### src/rtl/pin_entry_controller.sv
// PIN entry sequencer: latches a card account, gathers four decimal digits, requests a check and tracks lockout.
// Optional GET_PIN inactivity abandon is built only when PIN_TIMEOUT_EN is defined.
module pin_entry_controller #(
  parameter int MAX_TRIES      = 3,
  parameter int TIMEOUT_CYCLES = 1000
) (
  input  logic        clk,
  input  logic        rst,
  input  logic        card_insert,
  input  logic [3:0]  acc_num_in,
  input  logic        digit_valid,
  input  logic [3:0]  digit,
  input  logic        cancel,
  input  logic        auth_found,
  input  logic        auth_pin_ok,
  output logic [3:0]  acc_num_out,
  output logic [15:0] pin_out,
  output logic        auth_req,
  output logic        authenticated,
  output logic        locked,
  output logic        fail,
  output logic [1:0]  tries_left,
  output logic        timeout
);

  // state   | meaning
  // IDLE    | waiting for a card
  // GET_PIN | collecting keypad digits
  // CHECK   | auth_req high, authenticator result sampled at cycle end
  // AUTH_OK | session open until cancel
  // LOCKED  | card locked out, only rst leaves
  typedef enum logic [2:0] {
    IDLE    = 3'd0,
    GET_PIN = 3'd1,
    CHECK   = 3'd2,
    AUTH_OK = 3'd3,
    LOCKED  = 3'd4
  } state_t;

  state_t      state, state_nxt;
  logic [3:0]  acc_nxt;
  logic [15:0] pin_nxt;
  logic [15:0] pin_x10;
  logic [2:0]  count, count_nxt;
  logic [1:0]  tries_nxt;
  logic        fail_nxt;
  logic        digit_ok;
  logic        tmr_hit;

  assign digit_ok = digit_valid && (digit <= 4'd9);
  assign pin_x10  = (pin_out << 3) + (pin_out << 1);

`ifdef PIN_TIMEOUT_EN
  localparam int TW = $clog2(TIMEOUT_CYCLES + 1);

  logic [TW-1:0] tmr, tmr_nxt;
  logic          timeout_q;

  // Abandon on the cycle the idle count would reach TIMEOUT_CYCLES.
  assign tmr_hit = (state == GET_PIN) && !cancel && !digit_ok &&
                   (tmr == TW'(TIMEOUT_CYCLES - 1));

  always_comb begin
    tmr_nxt = '0;
    if ((state == GET_PIN) && !cancel && !digit_ok && !tmr_hit)
      tmr_nxt = tmr + TW'(1);
  end

  always_ff @(posedge clk) begin
    if (rst) begin
      tmr       <= '0;
      timeout_q <= 1'b0;
    end else begin
      tmr       <= tmr_nxt;
      timeout_q <= tmr_hit;
    end
  end

  assign timeout = timeout_q;
`else
  logic unused_timeout_cfg;

  assign unused_timeout_cfg = ^TIMEOUT_CYCLES;
  assign tmr_hit            = 1'b0;
  assign timeout            = 1'b0;
`endif

  always_comb begin
    state_nxt = state;
    acc_nxt   = acc_num_out;
    pin_nxt   = pin_out;
    count_nxt = count;
    tries_nxt = tries_left;
    fail_nxt  = 1'b0;
    case (state)
      IDLE: begin
        if (card_insert) begin
          acc_nxt   = acc_num_in;
          pin_nxt   = '0;
          count_nxt = '0;
          tries_nxt = 2'(MAX_TRIES);
          state_nxt = GET_PIN;
        end
      end
      GET_PIN: begin
        if (cancel) begin
          state_nxt = IDLE;
        end else if (digit_ok) begin
          pin_nxt   = pin_x10 + {12'd0, digit};
          count_nxt = count + 3'd1;
          if (count == 3'd3) state_nxt = CHECK;
        end else if (tmr_hit) begin
          state_nxt = IDLE;
        end
      end
      CHECK: begin
        if (cancel) begin
          state_nxt = IDLE;
        end else if (!auth_found) begin
          fail_nxt  = 1'b1;
          state_nxt = IDLE;
        end else if (auth_pin_ok) begin
          state_nxt = AUTH_OK;
        end else begin
          fail_nxt = 1'b1;
          if (tries_left != 2'd0) tries_nxt = tries_left - 2'd1;
          if (tries_left <= 2'd1) begin
            state_nxt = LOCKED;
          end else begin
            pin_nxt   = '0;
            count_nxt = '0;
            state_nxt = GET_PIN;
          end
        end
      end
      AUTH_OK: begin
        if (cancel) state_nxt = IDLE;
      end
      LOCKED: begin
        state_nxt = LOCKED;
      end
      default: state_nxt = IDLE;
    endcase
  end

  always_ff @(posedge clk) begin
    if (rst) begin
      state       <= IDLE;
      acc_num_out <= '0;
      pin_out     <= '0;
      count       <= '0;
      tries_left  <= 2'(MAX_TRIES);
      fail        <= 1'b0;
    end else begin
      state       <= state_nxt;
      acc_num_out <= acc_nxt;
      pin_out     <= pin_nxt;
      count       <= count_nxt;
      tries_left  <= tries_nxt;
      fail        <= fail_nxt;
    end
  end

  assign auth_req      = (state == CHECK);
  assign authenticated = (state == AUTH_OK);
  assign locked        = (state == LOCKED);

endmodule

### config.mk
export PLATFORM = sky130hd
export DESIGN_NAME = pin_entry_controller
export DESIGN_NICKNAME = d
export VERILOG_FILES = /design/src/rtl/pin_entry_controller.sv
export SDC_FILE = /design/constraint.sdc
export NUM_CORES = 1
export LEC_CHECK = 0
export ABC_AREA = 1
export CAP_MARGIN = 30
export CORE_MARGIN = 2
export CORE_UTILIZATION = 54
export CTS_BUF_LIST = sky130_fd_sc_hd__clkbuf_8
export DETAILED_ROUTE_END_ITERATION = 10
export PLACE_DENSITY = 0.82
export SKIP_CTS_REPAIR_TIMING = 1
export SYNTH_ARGS = -nofsm -noshare
export SYNTH_HDL_FRONTEND = slang
export SYNTH_SLANG_ARGS = --single-unit
### constraint.sdc
create_clock -name clk -period 2.75 [get_ports clk]
set_clock_uncertainty 0.05 [all_clocks]
set_input_delay 0.55 -clock clk [delete_from_list [all_inputs] [get_ports clk]]
set_output_delay 0.55 -clock clk [all_outputs]
set_load 0.02 [all_outputs]
# Word-level counts from Yosys, hierarchy flattened

Index checks and enable logic that the tools add are counted.

Logic and storage cells: 73
Register bits after elaboration: 29
Output and inout port bits: 27
Input bits: 15

Order comparisons: 2
$add $sub $neg: 4
Mux-type cells: 34
Equality and inequality tests: 16
Bitwise gates (word level): 1
Reductions and logical operators: 10

Operator list:

| cell                | number |
|---|---|
| $mux 16             | 7 |
| $mux 3              | 16 |
| $pmux 16 s3         | 1 |
| $add 16x16->16      | 1 |
| $add 16x4->16       | 1 |
| $ne 2x2->1 const B  | 8 |
| $pmux 3 s5          | 1 |
| $mux 2              | 5 |
| $eq 3x2->1 const B  | 3 |
| $pmux 3 s3          | 1 |
| $reduce_and 8->1    | 1 |
| $ne 3x3->1 const B  | 2 |
| $reduce_and 6->1    | 1 |
| $le 4x4->1 const B  | 1 |
| $pmux 2 s2          | 1 |
| $reduce_and 4->1    | 1 |
| $reduce_bool 2->1   | 2 |
| $add 3x1->3 const B | 1 |
| $eq 3x1->1 const B  | 1 |
| $eq 3x3->1 const B  | 1 |
| $logic_not 3->1     | 1 |
| $reduce_bool 3->1   | 1 |
| $reduce_or 3->1     | 1 |
| $le 2x1->1 const B  | 1 |
| other kinds (6)     | 7 |

# Logic depth before layout (Yosys ltp)

Depth after elaboration: 6
Mapped depth: 13
Gate-level depth less buffers: 13

# Least setup slack after synthesis

No wires, ideal clock.

Path type: input to register
From: in digit[3]
To: reg pin_out[10]
Path slack: 0.304 ns
Path buffers: 0
Cell stages on the path: 12
Arrival: 2.268 ns
Library setup time: 0.129 ns
Cells stage by stage: inv_1 -> fa_1 -> inv_1 -> fa_1 -> nand3_1 -> nand3_1 -> nand2_1 -> nand2_1 -> xnor2_1 -> nor2_1 -> nor2_1 -> nor2_1

Longest elaborated chain between the ends: 4

Ends and longest elaborated chain:

| element                                         | line    | source |
|---|---|---|
| from (decl)                                     | 12      | `input logic [3:0] digit,` |
| $add 16x4->16 or $le 4x4->1 (tied branches)     | 109, 50 |  |
| $mux 16 or $logic_and 1x1->1 (tied branches)    | 108, 50 |  |
| $mux 16 or $ne 2x2->1 (tied branches)           | -       |  |
| $pmux 16 s3 or $reduce_and 8->1 (tied branches) | -       |  |
| to (signal assigned)                            | 157     | `pin_out <= pin_nxt;` |
| to (decl)                                       | 17      | `output logic [15:0] pin_out,` |

Several ways; a longest one is shown, not always the timed one. The select of a mux whose other input is x is not followed.
A chain may end at the register's enable or synchronous reset.

# Worst setup path after layout

From: in digit[3]
To: reg pin_out[8]

Same word-level chain as after synthesis.

==> key figures <==
Clock network
  • Clock tree buffer depth: 2
  • CTS sink count: 29
  • H-tree lvl count: 2
  • Clock latency on the worst-skew pair: 280 ps
  • Clock root buffer: sky130_fd_sc_hd__clkbuf_8
  • Total clock buffers created by CTS: 5
  • Clock transition at the registers of the reported paths: 70 ps
  • CTS tree: done

Worst setup path
  • Element type at the critical path start: input port
  • Crit Path Max Fanout: 4
  • Critical path data required time: 2930 ps
  • Data arrival time of the worst path: 2830 ps
  • Worst setup EP type: register
  • Worst setup path class: in -> reg

Logic synthesis
  • Post-synth net total: 389
  • Number of flops mapped to enable cells by yosys: 0
  • Commonest cells in the synthesized netlist: sky130_fd_sc_hd__nand2_1, sky130_fd_sc_hd__inv_1, sky130_fd_sc_hd__a21oi_1
  • Most common flop cell mapped by yosys: sky130_fd_sc_hd__dfxtp_1
  • Syn avg cell area: 6.67 sq um
  • Unique cell type count in the Yosys netlist: 32
  • Netlist area before placement: 2280 sq um
  • Most frequent cell after synthesis: sky130_fd_sc_hd__nand2_1
  • Yosys top cell area share: 0.255
  • Post-synthesis async set-or-reset flop share: 0
  • Post-synthesis cell count: 342
  • Cells taking the most area after synthesis: sky130_fd_sc_hd__dfxtp_1, sky130_fd_sc_hd__nand2_1, sky130_fd_sc_hd__ha_1
  • Largest area contributor in the netlist: sky130_fd_sc_hd__dfxtp_1
  • Share of synthesized area occupied by flip-flops and latches: 0.255
  • Count of synthesis-stage warnings from yosys: 0
  • Count of state elements after synthesis: 29

Global routing
  • Total gr overflow: 0
  • Global Route Usage Sum: 0.241
  • Vias in the first global route: 1,957
  • Pin count of the biggest net entering global routing: 20
  • Number of antenna violations at the first check in global routing: 0
  • First-pass GRT wire length: 8490 microns

STA
  • Unrepaired setup endpoints after global routing: yes
  • Final setup violation count: 0
  • Worst hold-check slack: 411 ps
  • Final number of max-transition violations: 0
  • Total count of hold-check failures in the final report: 0
  • Maximum operating frequency: 0.377 GHz
  • Post-route minimum period: 2650 ps
  • Tcrit/Tclk final: 0.965

Drt
  • Total vias in the final route: 2,288
  • Number of DRC markers in iteration 0: 124
  • Wire length reported by the detailed router: 5380 microns
  • DRC: 0
  • First-pass detailed-route iteration total: 6
  • Post-route ant nets: 0
  • Routed wire length per instance: 12.3 microns
  • Drt via density: 5.21

Placed design
  • Standard cell area after detailed placement: 2740 sq um
  • Count of input and output buffers: 40
  • Final Wtd Congestion: 0.942
  • DP HPWL: 4120 microns

Min path
  • Class of the worst hold path: reg -> reg

Finish
  • Number of diodes added for antenna fixing: 0
  • Layout cells sized above 1: 0.0771
  • Footprint of the flip-flops and latches: 581 sq um
  • Number of fill cells in the layout: 367
  • Footprint of the multi-input gates: 1510 sq um
  • Synthesis-to-layout area growth: 25.5%
  • Design Area, Final: 2860 sq um
  • Final #Nets: 435

Die
  • Die area: 4760 sq um
  • Effective utilization at floorplan: 0.566
  • Core region area: 4030 sq um
  • Site row count: 23
  • Width of the die: 69.0 microns
  • Vert. Die Dim: 69.0 microns
  • Number of top-level pins: 42

Power and ir drop
  • Power density relative to cell area: 416 nW/um^2
  • Leak Pwr: 0.00145 uW
  • Peak VDD IR: 0.286 mV

Flow run
  • Reported max-cap violation count: 0

Status
  • Status: finished clean
## worst paths after layout
check | from | end | slack [ps] | depth (start not counted)
setup / recovery | digit[3] | pin_out[8]$_SDFFE_PP0P_ | 100 | 11
hold reg to reg | acc_num_out[2]$_SDFFE_PP0P_ | acc_num_out[2]$_SDFFE_PP0P_ | 410 | 2
setup reg to reg | pin_out[0]$_SDFFE_PP0P_ | pin_out[8]$_SDFFE_PP0P_ | 480 | 10
hold / removal | acc_num_out[2]$_SDFFE_PP0P_ | acc_num_out[2]$_SDFFE_PP0P_ | 410 | 2
## where the power goes
part | internal [uW] | leakage [uW] | switching [uW]
Combinational | 141 | 0.00117 | 233
Clock | 171 | 0.0000491 | 173
Sequential | 447 | 0.000235 | 27.2
Total | 759 | 0.00145 | 433
## metrics by stage
| stage | worst slack, ps | total power [uW] | std cells | setup TNS (ps) | utilization |
|---|---|---|---|---|---|
| floorplan | 304 | 729 | 342 | 0 | - |
| global placement | -196 | 842 | 431 | -1560 | 0.681 |
| detailed placement | -257 | 850 | 431 | -1980 | 0.681 |
| CTS | 45.6 | 1190 | 439 | 0 | 0.701 |
| global route | -21.9 | 1260 | 439 | -37.0 | 0.710 |
| finish | 96.6 | 1190 | 439 | 0 | 0.710 |
## state kept, by name, summed over array words and instances (netlist names)
| register | flops |
|---|---|
| fail | 1 |
| pin_out | 16 |
| tries_left | 2 |
| acc_num_out | 4 |
| state | 3 |
| count | 3 |
## final cells by class
cell class	instances	share of cell area
clock inverters	3	0.00481
multi-input cells	258	0.529
flip-flops and latches	29	0.203
inverters	49	0.0643
well taps	50	0.0219
clock buffers	5	0.0240
repair buffers	45	0.153
## placed cells by master (no fill, tap or decap), drive strengths merged, types with 4 or more instances in the layout
master,synthesis,routed
dfxtp,29,29
clkbuf,2,5
ha,30,30
buf,4,5
nand2,105,105
nand3,28,28
xor2,5,5
inv,49,50
xnor2,4,4
a21oi,33,33
nor2,34,34
clkdlybuf4s50,0,40
## per-layer routing
layer | vias up | routed length (microns) | global-route usage
met5 | - | 0 | 0
met4 | 0 | 77 | 0.0809
met3 | 10 | 286 | 0.0536
met2 | 72 | 2590 | 0.399
met1 | 1015 | 2430 | 0.308
li1 | 1191 | - | -
## critical path: stages
cell and delay, ps:
sky130_fd_sc_hd__clkdlybuf4s50_1 470, sky130_fd_sc_hd__inv_1 60, sky130_fd_sc_hd__fa_1 520, sky130_fd_sc_hd__inv_1 70
sky130_fd_sc_hd__fa_2 380, sky130_fd_sc_hd__nand3_1 110, sky130_fd_sc_hd__nand3_2 140, sky130_fd_sc_hd__a21oi_2 190
sky130_fd_sc_hd__xnor2_1 140, sky130_fd_sc_hd__nand2_1 90, sky130_fd_sc_hd__a21oi_2 110
## kinds of logic (layout without fill, tap and decap cells)
kind of cell             after synthesis  in the layout  synth area share
AO/OA/AOI/OAI                         40             40            0.0944
flip-flops                            29             29             0.255
other                                  1              1           0.00164
adder cells (fa/ha/maj)               32             32             0.182
buffers and inverters                 55            102            0.0971
AND/OR/NAND/NOR                      176            176             0.335
XOR/XNOR                               9              9            0.0346
Note: power is estimated with default switching activity, not from simulation.
==> edit 1: new RTL, same settings <==
The 5 states of `state_t` get a one-hot encoding in 5 bits.
--- a/src/rtl/pin_entry_controller.sv
+++ b/src/rtl/pin_entry_controller.sv
@@ -29,12 +29,12 @@
   // CHECK   | auth_req high, authenticator result sampled at cycle end
   // AUTH_OK | session open until cancel
   // LOCKED  | card locked out, only rst leaves
-  typedef enum logic [2:0] {
-    IDLE    = 3'd0,
-    GET_PIN = 3'd1,
-    CHECK   = 3'd2,
-    AUTH_OK = 3'd3,
-    LOCKED  = 3'd4
+  typedef enum logic [4:0] {
+    IDLE    = 5'b00001,
+    GET_PIN = 5'b00010,
+    CHECK   = 5'b00100,
+    AUTH_OK = 5'b01000,
+    LOCKED  = 5'b10000
   } state_t;
 
   state_t      state, state_nxt;
Formal check against the unedited RTL: same outputs for any inputs over 10 cycles, from zero or initial values and one cycle with rst high; not proved beyond that.
==> edit 1 against the unedited design <==
  * Worst setup slack got worse by 3.2 ps
  * First-iteration DRC count is 4.8% lower
  * Sequential power increased by 5.5%
  * Via count is 2.4% higher
  * Sequential share of layout area is 0.32 points higher
  * Sequential cell count grew 2
  * Utilization down 1.9 points
  * Design area up 5.2%
  * Total power up 12%
  * Synthesized area grew 7.2%
  * Wire length is 3.8% higher
  * Critical path depth increased by 2
  * Critical path type unchanged
  * Largest cell class unchanged
  * Largest power group unchanged
==> edit 1: results (changes against the unedited design) <==
| Item | This run | Delta |
|:---|:---|:---|
| Status | complete, no violations |  |
| Synthesized-area fraction occupied by adder cells | 0.170 | -0.0122 |
| Synth Area in Compound Gates | 0.126 | +0.0316 |
| Total routed wire length on the met1 layer | 2.51 mm | +3.4% |
| Number of H-tree levels | 2 | unchanged |
| DR iter-0 viols | 118 | -4.8% |
| Static leakage | 0.00146 uW | +0.95% |
| Count of cells along the worst register-to-register path | 12 | +2 |
| Sequential-to-total area share from yosys stat | 0.254 | -0.000697 |
| Met3 WL | 252 um | -12% |
| Top cells by count, synth | 72 x nand2_1, 44 x inv_1, 31 x dfxtp_1 |  |
| Area share of xor/xnor cells in the synthesized design | 0.0287 | -0.00590 |
| Startpoint of the tightest hold check path | acc_num_out[3] |  |
| Power in combinational cells | 364 uW | -3% |
| Post-route total power | 1340 uW | +12% |
| Number of global-route vias before repair | 2244 | +15% |
| Largest voltage drop on the vdd net | 0.211 mV | -26% |
| GR Util All Layers | 0.235 | -0.00565 |
| Placement Setup Slack | -316 ps | -58.9 ps |
| Final routed wirelength across all metal layers | 5.58 mm | +3.8% |
| WP data arrival | 2820 ps | about the same |
| Met2 wire len | 2.77 mm | +7.3% |
| Yosys warning total | 0 | unchanged |
| Met3 usage in global routing | 0.0464 | -0.00716 |
| Multiplexer share of the synthesized area | 0 | unchanged |
| Post-Syn Area per Cell | 7.25 sq um | +8.8% |
| Largest net degree at the start of global routing | 25 | +25% |
| Switching share of total power | 0.323 | -0.0404 |
| Count of distinct cell types in the synthesized netlist | 34 | +6.3% |
| Final Wtd Congestion | 0.927 | -1.5% |
| Clock power frac | 0.353 | +0.064 |
| Final cell count without fillers | 436 | -0.68% |
| Length of the first detailed-routing pass in iterations | 5 | -1 |
| Half-perimeter wire length after detailed placement | 4.12 mm | about the same |
| Most used flip-flop cell after synthesis | dfxtp_1 |  |
| Clock insertion delay at the later pin of the skew report | 280 ps | about the same |
| Startpoint of the worst register-to-register path | pin_out[0] |  |
| Biggest regs | pin_out (16), state (5), acc_num_out (4) |  |
| First-pass GRT wire length | 9.72 mm | +14% |
| Total via count in the routed design | 2342 | +2.4% |
| Largest cells by area after synthesis | dfxtp_1 25%, ha_1 15%, nand2_1 11%, inv_1 6.8%, nand3_1 5.3% |  |
| Top fanout value on the critical path | 3 | -1 |
| Met1 GRT Util | 0.295 | -0.0138 |
| Initial antenna violation count | 0 | unchanged |
| Post-placement cell area | 0.00287 sq mm | +4.8% |
| Count of inserted antenna diode cells | 0 | unchanged |
| Fraction of layout cells with a size suffix above 1 | 0.135 | +0.0583 |
| Total nets after synthesis | 384 | -1.3% |
| Max clock buf depth | 2 | unchanged |
| Async S/R FF share, synth | 0 | unchanged |
| GR met2 Demand/Resource | 0.408 | +0.00940 |
| Worst-path cell with the longest stage delay | fa_1 |  |
| Final-stage net count | 430 | -1.1% |
| Clock Root Buffer | clkbuf_8 |  |
edit 1: changes by cell type in the layout (fill, tap and decap cells not counted), moves of 5 or more:
cell,before,now
a21oi_2,2,10
inv_1,49,44
nand2_1,102,72
nand4_1,3,12
a21oi_1,31,24
nor2_1,30,18
nand2_2,2,11
o21ai_0,3,11
edit 1: cell type report:
| class | count | area [sq um] |
|---|---|---|
| Sequential cell | 31 | 621 |
| Clock buffer | 6 | 82.6 |
| Timing Repair Buffer | 45 | 438 |
| Inverter | 48 | 180 |
| Multi-Input combinational cell | 252 | 1590 |
| Tap cell | 52 | 65.1 |
| Clock inverter | 2 | 35.0 |
| Fill cell | 383 | 1340 |
edit 1: path summary, 6_finish.rpt:
check	to	slack [ps]
setup reg to reg	pin_out[14]	490
setup / recovery	pin_out[14]	90
hold / removal	acc_num_out[3]	390
hold reg to reg	acc_num_out[3]	390
edit 1: tightest hold or removal path, stage by stage (launching register included):
cell and delay, ps:
dfxtp_1 310, inv_1 40, a21oi_1 50
==> edit 2: new RTL, same flow settings <==
Made on the original files. Build with the macro `PIN_TIMEOUT_EN` defined.
--- a/src/rtl/pin_entry_controller.sv
+++ b/src/rtl/pin_entry_controller.sv
@@ -1,5 +1,7 @@
 // PIN entry sequencer: latches a card account, gathers four decimal digits, requests a check and tracks lockout.
 // Optional GET_PIN inactivity abandon is built only when PIN_TIMEOUT_EN is defined.
+`define PIN_TIMEOUT_EN
+
 module pin_entry_controller #(
   parameter int MAX_TRIES      = 3,
   parameter int TIMEOUT_CYCLES = 1000
Formal check against the unedited RTL: no difference found for any inputs over 10 cycles, from zero or initial values and one cycle with rst high; that may be too few to reach the edited logic, so the function may still have changed.
==> edit 2 against the unedited design <==
  * Fmax grew 2.0%
  * Sequential cell count grew 11
  * Wire length grew 17%
  * Worst setup slack gained 53 ps
  * Critical path depth grew 1
  * Design area grew 20%
  * Largest cell class unchanged
  * Via count grew 17%
  * Sequential share of layout area grew 3.1 points
  * Synthesized area grew 22%
  * Largest power group unchanged
  * Clock power grew 51%
  * Total power grew 23%
==> edit 2: results (changes against the unedited design) <==
| Item | This run | Delta |
|:---|:---|:---|
| WP data arrival | 2740 ps | -90 ps |
| Initial antenna violation count | 0 | unchanged |
| Horizontal die dimension | 75.8 um | +9.9% |
| Final cell count without fillers | 521 | +19% |
| Synthesized-area fraction occupied by adder cells | 0.154 | -0.0286 |
| Half-perimeter wire length after detailed placement | 4.72 mm | +15% |
| Biggest regs | pin_out (16), tmr (10), acc_num_out (4) |  |
| Fraction of layout cells with a size suffix above 1 | 0.120 | +0.0426 |
| Clock insertion delay at the later pin of the skew report | 300 ps | +20 ps |
| Status | complete, no violations |  |
| First-pass GRT wire length | 10.4 mm | +23% |
| Reg2reg end | pin_out[7] |  |
| GR Util All Layers | 0.233 | -0.00759 |
| Startpoint of the worst register-to-register path | pin_out[0] |  |
| Final-stage net count | 498 | +14% |
| Largest cells by area after synthesis | dfxtp_1 29%, nand2_1 14%, ha_1 14%, inv_1 8.1%, nor2_1 4.6% |  |
| Post-Syn Area per Cell | 6.95 sq um | +4.2% |
| Length of the first detailed-routing pass in iterations | 4 | -2 |
| Detail-routed net length per standard cell | 12.1 um | -1.5% |
| Fraction of power consumed by sequential logic | 0.426 | +0.028 |
| Capture endpoint of the worst hold path | pin_out[15] |  |
| Sw Pwr | 446 uW | +3.1% |
| Static leakage | 0.00164 uW | +13% |
| Power in combinational cells | 325 uW | -13% |
| Count of distinct cell types in the synthesized netlist | 34 | +6.3% |
| Total via count in the routed design | 2666 | +17% |
| DR iter-0 viols | 132 | +6.5% |
| Number of global-route vias before repair | 2373 | +21% |
| Top cells by count, synth | 107 x nand2_1, 60 x inv_1, 40 x dfxtp_1 |  |
| Area share of xor/xnor cells in the synthesized design | 0.0220 | -0.0126 |
## edit 2: stage by stage
| stage | power, uW | setup slack (ps) | util | area, sq um |
|---|---|---|---|---|
| 2_1_floorplan | 869 | 344 | - | 2790 |
| 3_3_place_gp | 949 | -149 | 0.653 | 3290 |
| 3_5_place_dp | 960 | -227 | 0.653 | 3290 |
| 4_1_cts | 1480 | 78.7 | 0.677 | 3410 |
| 5_1_grt | 1540 | 16.9 | 0.680 | 3430 |
| 6_report | 1470 | 150 | 0.680 | 3430 |
## edit 2: layer usage
layer / part of all wire / track usage / up-vias
met5: 0 / 0 / -
met3: 0.048 / 0.0397 / 7
met4: 0.013 / 0.0468 / 0
li1: - / - / 1383
met2: 0.47 / 0.392 / 73
met1: 0.46 / 0.316 / 1203
## edit 2: cell type report
type                            instances  area (sq um)
Sequential cell                        40           801
Tap cell                               70          87.6
Clock buffer                            6          82.6
Fill cell                             433          1610
Clock inverter                          2          38.8
Timing Repair Buffer                   49           470
Inverter                               61           229
Multi-Input combinational cell        293          1720
